`src/rtl/t05_htree_ctrl.sv`:
```
// Huffman tree-build sequencer: drives find-least / node-builder iterations,
// serves the builder's null-sum reads and writes nodes back over one SRAM port.
module t05_htree_ctrl #(
    parameter int                ADDR_W    = 8,
    parameter logic [ADDR_W-1:0] NODE_BASE = '0,
    parameter int                MAX_NODES = 127
) (
    input  logic              clk,
    input  logic              rst_n,
    input  logic              start,
    output logic              fl_start,
    input  logic              fl_done,
    input  logic              sum_zero,
    output logic              ht_en,
    input  logic [3:0]        ht_state,
    input  logic              ht_fin,
    input  logic [6:0]        null_idx,
    input  logic [70:0]       tree_node,
    input  logic [70:0]       null1,
    input  logic [70:0]       null2,
    output logic [63:0]       nulls,
    output logic              sram_finished,
    output logic              sram_req,
    output logic              sram_wr,
    output logic [ADDR_W-1:0] sram_addr,
    output logic [70:0]       sram_wdata,
    input  logic [63:0]       sram_rdata,
    input  logic              sram_ack,
    output logic [6:0]        node_count,
    output logic              done,
    output logic              error
);
    typedef enum logic [3:0] {
        IDLE, FIND, BUILD, WR_TREE, WR_N1, WR_N2, NEXT, DONE, ERR
    } state_t;

    localparam logic [7:0] MAX_CNT = 8'(MAX_NODES);

    state_t     state_reg;
    logic       null1_seen_reg;
    logic       null2_seen_reg;
    logic       rd_done_reg;
    logic [7:0] count_next;
    logic       rd_state;
    logic       ack_ok;

    // Count is widened so that reaching 128 with MAX_NODES=127 is still caught.
    assign count_next = {1'b0, node_count} + 8'd1;
    assign rd_state   = (ht_state == 4'd2) || (ht_state == 4'd4);
    assign ack_ok     = sram_req && sram_ack;

    function automatic logic [ADDR_W-1:0] node_addr(input logic [6:0] idx);
        return NODE_BASE + ADDR_W'(idx);
    endfunction

    always_ff @(posedge clk or negedge rst_n) begin
        if (!rst_n) begin
            state_reg      <= IDLE;
            null1_seen_reg <= 1'b0;
            null2_seen_reg <= 1'b0;
            rd_done_reg    <= 1'b0;
            fl_start       <= 1'b0;
            ht_en          <= 1'b0;
            nulls          <= '0;
            sram_finished  <= 1'b0;
            sram_req       <= 1'b0;
            sram_wr        <= 1'b0;
            sram_addr      <= '0;
            sram_wdata     <= '0;
            node_count     <= '0;
            done           <= 1'b0;
            error          <= 1'b0;
        end else begin
            fl_start      <= 1'b0;
            sram_finished <= 1'b0;
            case (state_reg)
                IDLE: begin
                    if (start) begin
                        fl_start       <= 1'b1;
                        node_count     <= '0;
                        null1_seen_reg <= 1'b0;
                        null2_seen_reg <= 1'b0;
                        state_reg      <= FIND;
                    end
                end
                FIND: begin
                    if (fl_done) begin
                        if (sum_zero) begin
                            done      <= 1'b1;
                            state_reg <= DONE;
                        end else begin
                            ht_en       <= 1'b1;
                            rd_done_reg <= 1'b0;
                            state_reg   <= BUILD;
                        end
                    end
                end
                BUILD: begin
                    if (ht_state == 4'd3) null1_seen_reg <= 1'b1;
                    if (ht_state == 4'd5) null2_seen_reg <= 1'b1;
                    if (!rd_state) rd_done_reg <= 1'b0;
                    if (ack_ok) begin
                        sram_req      <= 1'b0;
                        nulls         <= sram_rdata;
                        sram_finished <= 1'b1;
                        rd_done_reg   <= 1'b1;
                    end else if (!sram_req && rd_state && !rd_done_reg) begin
                        sram_req  <= 1'b1;
                        sram_wr   <= 1'b0;
                        sram_addr <= node_addr(null_idx);
                    end
                    // The tree write is issued straight away so the next cycle already requests.
                    if (ht_fin && !sram_req) begin
                        ht_en      <= 1'b0;
                        sram_req   <= 1'b1;
                        sram_wr    <= 1'b1;
                        sram_addr  <= node_addr(tree_node[70:64]);
                        sram_wdata <= tree_node;
                        state_reg  <= WR_TREE;
                    end
                end
                WR_TREE: begin
                    if (ack_ok) begin
                        sram_req <= 1'b0;
                        if (null1_seen_reg)      state_reg <= WR_N1;
                        else if (null2_seen_reg) state_reg <= WR_N2;
                        else                     state_reg <= NEXT;
                    end
                end
                WR_N1: begin
                    if (!sram_req) begin
                        sram_req   <= 1'b1;
                        sram_wr    <= 1'b1;
                        sram_addr  <= node_addr(null1[70:64]);
                        sram_wdata <= null1;
                    end else if (sram_ack) begin
                        sram_req  <= 1'b0;
                        state_reg <= null2_seen_reg ? WR_N2 : NEXT;
                    end
                end
                WR_N2: begin
                    if (!sram_req) begin
                        sram_req   <= 1'b1;
                        sram_wr    <= 1'b1;
                        sram_addr  <= node_addr(null2[70:64]);
                        sram_wdata <= null2;
                    end else if (sram_ack) begin
                        sram_req  <= 1'b0;
                        state_reg <= NEXT;
                    end
                end
                NEXT: begin
                    node_count <= count_next[6:0];
                    if (count_next > MAX_CNT) begin
                        error     <= 1'b1;
                        state_reg <= ERR;
                    end else begin
                        fl_start       <= 1'b1;
                        null1_seen_reg <= 1'b0;
                        null2_seen_reg <= 1'b0;
                        state_reg      <= FIND;
                    end
                end
                DONE: begin
                    if (!start) begin
                        done      <= 1'b0;
                        state_reg <= IDLE;
                    end
                end
                ERR: begin
                    ht_en    <= 1'b0;
                    sram_req <= 1'b0;
                end
                default: state_reg <= IDLE;
            endcase
        end
    end
endmodule
```
`config.mk`:
```
export PLATFORM = sky130hd
export DESIGN_NAME = t05_htree_ctrl
export DESIGN_NICKNAME = d
export VERILOG_FILES = /design/src/rtl/t05_htree_ctrl.sv
export SDC_FILE = /design/constraint.sdc
export NUM_CORES = 1
export LEC_CHECK = 0
export BUFFER_PORTS_ARGS = -buffer_cell sky130_fd_sc_hd__buf_2
export CAP_MARGIN = 20
export CELL_PAD_IN_SITES_DETAIL_PLACEMENT = 1
export CELL_PAD_IN_SITES_GLOBAL_PLACEMENT = 2
export CORE_MARGIN = 2
export CORE_UTILIZATION = 26
export DETAILED_ROUTE_END_ITERATION = 10
export GPL_ROUTABILITY_DRIVEN = 0
export HOLD_SLACK_MARGIN = 0.05
export PLACE_DENSITY = 0.85
export SETUP_SLACK_MARGIN = 0.2
export SYNTH_ARGS = -nofsm -noshare
export SYNTH_HDL_FRONTEND = slang
export SYNTH_SLANG_ARGS = --single-unit
```
`constraint.sdc`:
```
create_clock -name clk -period 2.7 [get_ports clk]
set_input_delay 0.54 -clock clk [delete_from_list [all_inputs] [get_ports clk]]
set_output_delay 0.54 -clock clk [all_outputs]
set_load 0.01 [all_outputs]
```
==> results.py, run 1 <==
metrics = {
    "placement": {
        "post_dp_cell_area_sq_um": 10700,
        "post-place-ws_ns": 0.472,
        "dpl.hpwl_microns": 22900,
        "io_buffers": 450,
    },
    "power_and_ir_drop": {
        "clkPwrFrac": 0.202,
        "comb_power_share": 0.454,
        "power.switching_mw": 5.03,
        "swShare": 0.399,
        "p_per_area_nw_per_um2": 1120,
        "seqPwrFrac": 0.344,
        "p_leak_nw": 5.67,
        "power.internal_mw": 7.57,
        "peakVddDrop_v": 0.000399,
    },
    "drt": {
        "drt-vias-per-instance": 4.83,
        "antenna_left": 0,
        "drt_iter0_markers": 331,
        "vias": 7534,
        "wirelength_microns": 30200,
        "wl_per_cell_microns": 19.4,
        "drc": 0,
        "first_pass_iters": 4,
    },
    "critical_path": {
        "cp-start-kind": "flop",
        "crit_fanout": 66,
        "max_stage_delay_ns": 0.60,
        "critPathCaptureType": "flop",
        "criticalPathCategory": "reg -> reg",
        "critPathRequiredTime_ns": 3.02,
        "crit_chain": "or4b_4 -> nor2_4 -> buf_12 -> mux2_2",
        "crit_arrival_ns": 2.58,
        "r2r_cells": 4,
        "cpMaxStageDelayCell": "dfrtp_4",
    },
    "logic_synthesis": {
        "synth_nets": 1014,
        "synthesis.area_sq_um": 7970,
        "postSynth.asyncResetShare": 1.00,
        "dominantRegCellSynth": "dfrtp_1",
        "yosys.cell_types.count": 52,
        "synthCells": 718,
        "yosysSeqAreaShare": 0.512,
        "synth-edff-count": 0,
        "avgSynthCellArea_sq_um": 11.1,
        "yosys_warnings": 0,
        "ys_seq_elements": 163,
    },
    "clock_tree": {
        "cts_htree_levels": 4,
        "numCtsBuffers": 17,
        "post_cts_buffers": 0,
        "cts_resized": 0,
        "postCtsHoldBufs": 0,
        "clockBufferDepth": 2,
        "cts_tree": "yes",
        "clkTransAtPathRegs_ns": 0.08,
        "worstSkewPairLatency_ns": 0.43,
        "root_buffer": "clkbuf_16",
        "cts.sinks": 163,
    },
    "floorplan": {
        "die_area_sq_um": 32100,
        "initial_core_util": 0.263,
        "rows": 64,
        "die_y_microns": 179,
        "core-area_sq_um": 30300,
        "io_pins": 452,
        "dieWidth_microns": 179,
    },
    "timing": {
        "fin_skew_ns": 0.0145,
        "setup_viol": 0,
        "drv_slew": 0,
        "final.setup.worst_slack_ns": 0.431,
        "fin_crit_sh": 0.840,
        "post-route-min-period_ns": 2.27,
        "worst_pin_slew_ns": 0.968,
        "hold_viol": 0,
        "setup_tns_ns": 0,
        "slew_headroom": 0.354,
        "fmax_ghz": 0.441,
        "rsz0062_at_grt": "no",
    },
    "final_layout": {
        "nets": 1445,
        "syn_to_final_growth_pct": 41.6,
        "largest_reg_flops": 71,
        "top_regs": "sram_wdata (71), nulls (64)",
        "post_route_cells_drive_above_1_share": 0.514,
        "final_common_cell": "buf_2",
        "regMostFlops": "sram_wdata",
        "layout.cells.most_common_list": "buf_2, dfrtp_1, nand2_1, a31oi_1, a22o_1",
        "final_cell_area_sq_um": 11300,
        "final_util": 0.372,
    },
    "min_path": {
        "hold_path.class": "in -> async",
    },
    "status": {
        "outcome": "finished, final reports clean",
    },
    "global_routing": {
        "grt_use_total": 0.181,
        "grt_overflow": 0,
        "grt_pass1_vias": 7668,
        "grt_first_pass_wirelength_microns": 44500,
        "grt_max_degree": 72,
        "antenna_found_initial": 1,
    },
    "job": {
        "maxCapViolations": 0,
    },
}
## final cells by class
class / count / area (sq um)
Antenna cell: 1 / 2.50
Clock buffer: 17 / 425
Clock inverter: 15 / 185
Fill cell: 3551 / 19100
Inverter: 6 / 22.5
Multi-Input combinational cell: 484 / 3520
Sequential cell: 163 / 4080
Tap cell: 396 / 495
Timing Repair Buffer: 477 / 2550
## worst paths after layout
check / start / to / slack (ns)
setup / recovery: state_reg[0] / nulls[21] / 0.43
hold / removal: rst_n / node_count[4] / 0.10
setup reg to reg: state_reg[0] / nulls[21] / 0.43
hold reg to reg: sram_wdata[37] / sram_wdata[37] / 0.48
max in group asynchronous: rst_n / nulls[55] / 1.87
min in group clk: sram_rdata[52] / nulls[52] / 0.33
## synth_stat cells, types with 2 or more instances
| cell type | number | share of area |
|---|---|---|
| dfrtp_1 | 163 | 0.51 |
| nand2_1 | 85 | 0.040 |
| a31oi_1 | 73 | 0.057 |
| a22o_1 | 65 | 0.071 |
| o21ai_1 | 64 | 0.040 |
| mux2_4 | 40 | 0.075 |
| mux2_2 | 38 | 0.054 |
| clkbuf_1 | 28 | 0.013 |
| buf_2 | 25 | 0.016 |
| o21ai_0 | 21 | 0.013 |
| nor2_1 | 13 | 0.0061 |
| mux2i_1 | 9 | 0.011 |
| a32oi_1 | 7 | 0.0077 |
| nor3_1 | 7 | 0.0044 |
| inv_1 | 6 | 0.0028 |
| nor2b_1 | 6 | 0.0047 |
| a21oi_1 | 5 | 0.0031 |
| and3_1 | 5 | 0.0039 |
| buf_4 | 5 | 0.0047 |
| nand2b_1 | 5 | 0.0039 |
| buf_12 | 4 | 0.010 |
| nand3_1 | 3 | 0.0019 |
| nand3b_1 | 3 | 0.0028 |
| nand4_1 | 3 | 0.0024 |
| a22oi_1 | 2 | 0.0019 |
| a2bb2oi_1 | 2 | 0.0022 |
| nor3b_1 | 2 | 0.0019 |
| nor4_1 | 2 | 0.0016 |
| nor4b_1 | 2 | 0.0022 |
| o21a_1 | 2 | 0.0019 |
| xnor2_1 | 2 | 0.0022 |
## critical path, delay by kind of cell, from the launching register on
kind / cells / cell delay [ns]
AND/OR/NAND/NOR: 2 / 0.72
flip-flops: 1 / 0.60
multiplexers: 1 / 0.39
buffers and inverters: 1 / 0.37
## logic make-up after synthesis
logic type / synth area share
other: 0.000471
buffers and inverters: 0.0502
XOR/XNOR: 0.00220
adder cells (fa/ha/maj): 0.00157
AND/OR/NAND/NOR: 0.0859
flip-flops: 0.512
multiplexers: 0.140
AO/OA/AOI/OAI: 0.208
## power groups by stage
stage	Combinational, mW	Sequential, mW	Clock, mW
floorplan	2.99	4.72	0
global placement	5.67	4.29	0
detailed placement	5.82	4.37	0
CTS	5.84	4.34	2.63
global route	6.26	4.49	2.72
finish	5.72	4.33	2.55
## per-layer routing
layer / share of wire / vias to the layer above / global-route usage
met2: 0.51 / 257 / 0.319
met5: 0 / - / 0
met1: 0.42 / 3733 / 0.224
met4: 0.010 / 0 / 0.0430
met3: 0.063 / 19 / 0.0384
li1: - / 3525 / -
## stage by stage
stage / power (mW) / cells / hold slack (ns)
after floorplan: 7.71 / 718 / 0.244
after global placement: 9.96 / 1526 / 0.436
after detailed placement: 10.2 / 1526 / 0.461
after CTS: 12.8 / 1558 / 0.121
after global routing: 13.5 / 1558 / 0.138
final: 12.6 / 1559 / 0.105
No activity file was read; power rests on OpenSTA's default activity.
==> run 2, diff against run 1 <==
--- a/config.mk
+++ b/config.mk
@@ -5,16 +5,17 @@
 export SDC_FILE = /design/constraint.sdc
 export NUM_CORES = 1
 export LEC_CHECK = 0
+export ABC_AREA = 1
 export BUFFER_PORTS_ARGS = -buffer_cell sky130_fd_sc_hd__buf_2
 export CAP_MARGIN = 20
 export CELL_PAD_IN_SITES_DETAIL_PLACEMENT = 1
 export CELL_PAD_IN_SITES_GLOBAL_PLACEMENT = 2
 export CORE_MARGIN = 2
-export CORE_UTILIZATION = 26
+export CORE_UTILIZATION = 22
 export DETAILED_ROUTE_END_ITERATION = 10
 export GPL_ROUTABILITY_DRIVEN = 0
 export HOLD_SLACK_MARGIN = 0.05
-export PLACE_DENSITY = 0.85
+export PLACE_DENSITY = 0.82
 export SETUP_SLACK_MARGIN = 0.2
 export SYNTH_ARGS = -nofsm -noshare
 export SYNTH_HDL_FRONTEND = slang
==> constraint.sdc (replaced) <==
create_clock -name clk -period 2.2 [get_ports clk]
set_input_delay 0.44 -clock clk [delete_from_list [all_inputs] [get_ports clk]]
set_output_delay 0.44 -clock clk [all_outputs]
set_load 0.01 [all_outputs]
==> run 2 against run 1 <==
- wire length is 15% higher
- synthesized area is 0.96% higher
- clock power is 26% higher
- critical path depth is 6 higher
- synthesized cell count is 59% higher
- setup slack worse by 0.067 ns
- largest cell class unchanged
- critical endpoint is now sram_wdata[16]
- combinational power is 40% higher
==> results.py, run 2 <==
metrics = {
    "logic_synthesis": {
        "synth-edff-count": 0,
        "synth.area.top_cells": "dfrtp_1, nand2_1, nand3_1",
        "synth_commonest_cells": "nand2_1, dfrtp_1, nand3_1",
        "yosys_warnings": 0,
        "synth_most_common_cell": "nand2_1",
        "yosys.area.top_type_share": 0.507,
        "yosysSeqAreaShare": 0.507,
        "synthCells": 1145,
        "avgSynthCellArea_sq_um": 7.03,
        "ys_seq_elements": 163,
        "yosys.cell_types.count": 22,
        "synthesis.area_sq_um": 8050,
        "dominantRegCellSynth": "dfrtp_1",
        "yosysTopAreaCell": "dfrtp_1",
        "postSynth.asyncResetShare": 1.00,
        "synth_nets": 1441,
    },
    "final_layout": {
        "largest_reg_flops": 71,
        "syn_to_final_growth_pct": 44.8,
        "nets": 1883,
        "final_common_cell": "nand2_1",
        "final_cells": 2068,
        "fillers": 4646,
        "regMostFlops": "sram_wdata",
        "post_route_cells_drive_above_1_share": 0.326,
        "layout.cells.most_common_list": "nand2_1, buf_2, dfrtp_1, nand3_1, nor2_1",
        "num_antenna_cells": 0,
        "top_regs": "sram_wdata (71), nulls (64)",
    },
    "drt": {
        "drc": 0,
        "wirelength_microns": 34900,
        "drt_iter0_markers": 352,
        "first_pass_iters": 4,
        "drt-vias-per-instance": 4.33,
        "antenna_left": 0,
        "wl_per_cell_microns": 16.9,
        "vias": 8964,
    },
    "timing": {
        "slew_headroom": 0.612,
        "drv_slew": 0,
        "fin_skew_ns": 0.0117,
        "worst_pin_slew_ns": 0.582,
        "setup_tns_ns": 0,
        "setup_viol": 0,
        "fmax_ghz": 0.545,
        "rsz0062_at_grt": "no",
        "hold_viol": 0,
        "post-route-min-period_ns": 1.84,
        "fin_crit_sh": 0.835,
    },
    "global_routing": {
        "grt_pass1_vias": 9443,
        "grt_first_pass_wirelength_microns": 54000,
        "grt_overflow": 0,
        "antenna_found_initial": 2,
        "grt_use_total": 0.183,
        "grt_max_degree": 83,
    },
    "clock_tree": {
        "worstSkewPairLatency_ns": 0.44,
        "root_buffer": "clkbuf_16",
        "cts.sinks": 163,
        "numCtsBuffers": 17,
        "cts_htree_levels": 4,
        "clockBufferDepth": 2,
        "clkTransAtPathRegs_ns": 0.07,
        "cts_tree": "yes",
    },
    "critical_path": {
        "crit_fanout": 31,
        "criticalPathCategory": "reg -> reg",
        "crit_arrival_ns": 2.21,
        "crit_path_frequent_cell": "nand2_1",
        "cp-start-kind": "flop",
        "cpMaxStageDelayCell": "dfrtp_1",
        "critPathRequiredTime_ns": 2.58,
        "max_stage_delay_ns": 0.39,
        "critPathCaptureType": "flop",
        "crit_chain": "buf_4 -> nor2_2 -> inv_1 -> nor2_4 -> buf_4 -> clkbuf_16 -> nand2_1 -> nand3_1 -> nand2_1 -> nand2_1",
    },
    "power_and_ir_drop": {
        "clkPwrFrac": 0.196,
        "p_per_area_nw_per_um2": 1410,
        "seqPwrFrac": 0.318,
        "peakVddDrop_v": 0.000642,
        "swShare": 0.443,
        "power.switching_mw": 7.27,
        "power.internal_mw": 9.15,
        "comb_power_share": 0.486,
        "p_leak_nw": 6.80,
    },
    "floorplan": {
        "io_pins": 452,
        "initial_core_util": 0.221,
        "core-area_sq_um": 36300,
        "die_y_microns": 195,
        "die_area_sq_um": 38100,
        "dieWidth_microns": 195,
        "rows": 70,
    },
    "placement": {
        "dpl.cell_count": 2032,
        "dpl.hpwl_microns": 26500,
        "io_buffers": 450,
    },
    "status": {
        "outcome": "finished, final reports clean",
    },
    "job": {
        "maxCapViolations": 0,
    },
    "min_path": {
        "hold_path.class": "in -> reg",
    },
}
==> run 2: cell types whose count changed after synthesis, sizes merged, moves of 6 or more <==
cell and change:
clkbuf -20, o21ai -76, mux2i -9, nor2b -6, inv +27, buf +8, a32oi -7, a31oi -73
mux2 -78, nand3 +107, nand2 +640, a22o -64, nor2 +21
==> run 2: logic make-up (layout without fill, tap and decap cells) <==
logic type | Yosys count | count (layout) | synth area share
AND/OR/NAND/NOR | 876 | 876 | 0.431
flip-flops | 163 | 163 | 0.507
other | 1 | 1 | 0.000466
buffers and inverters | 86 | 541 | 0.0480
AO/OA/AOI/OAI | 18 | 18 | 0.0124
adder cells (fa/ha/maj) | 1 | 1 | 0.00155
==> run 2: layout make-up <==
| class | instances | area [sq um] | share of cell area |
|---|---|---|---|
| Inverter | 33 | 126 | 0.0108 |
| Timing Repair Buffer | 476 | 2630 | 0.226 |
| Tap cell | 468 | 586 | 0.0502 |
| Clock inverter | 13 | 171 | 0.0147 |
| Multi-Input combinational cell | 896 | 3610 | 0.309 |
| Clock buffer | 19 | 453 | 0.0389 |
| Sequential cell | 163 | 4080 | 0.350 |
==> run 2: what timing repair did <==
item / CTS / global route
cloned: 0 / 1
hold endpoints to repair: 44 / 0
pin swaps: 0 / 1
gates resized for setup: 1 / 5
hold buffers: 1 / 0
endpoints found under the setup margin: 71 / 79
buffers inserted: 0 / 2
==> run 2: final timing paths <==
kind	endpoint	slack (ns)	depth (start not counted)	start
max	sram_wdata[16]	0.36	10	state_reg[1]
min	nulls[30]	0.20	3	sram_rdata[30]
max reg2reg	sram_wdata[16]	0.36	10	state_reg[1]
min reg2reg	sram_wdata[1]	0.46	2	sram_wdata[1]
max in group asynchronous	nulls[48]	1.04	3	rst_n
min in group asynchronous	sram_wdata[11]	0.55	2	rst_n
==> run 2: per-stage QoR <==
| step | power (mW) | worst slack [ns] | util | hold slack, ns | cell area (sq um) |
|---|---|---|---|---|---|
| after detailed placement | 13.3 | 0.0653 | 0.301 | 0.453 | 11000 |
| final | 16.4 | 0.364 | 0.321 | 0.198 | 11700 |
| after global routing | 17.9 | 0.216 | 0.321 | 0.174 | 11700 |
| after floorplan | 9.70 | 0.689 | - | 0.144 | 8050 |
| after global placement | 13.1 | 0.177 | 0.301 | 0.448 | 11000 |
| after CTS | 16.6 | 0.225 | 0.319 | 0.162 | 11600 |
==> run 2: power groups by stage <==
stage               clock network, mW  registers, mW  logic, mW
floorplan                           0           5.88       3.81
global placement                    0           5.21       7.84
detailed placement                  0           5.27       8.04
CTS                              3.34           5.24       8.07
global route                     3.46           5.42       9.05
finish                           3.21           5.23       7.99
==> run 2: worst max-delay path, delay by kind of cell (launching register included) <==
| family | cells | cell delay (ns) |
|---|---|---|
| DFF | 1 | 0.39 |
| buffers and inverters | 4 | 0.67 |
| and+or+nand+nor | 6 | 0.69 |
==> run 2: layer usage <==
metal,wire (microns),part of all wire,vias up,GRT usage
met5,26,0.00075,-,0
met4,507,0.015,4,0.0461
met3,1830,0.052,36,0.0454
met2,17800,0.51,259,0.330
met1,14700,0.42,4268,0.217
li1,-,-,4397,-
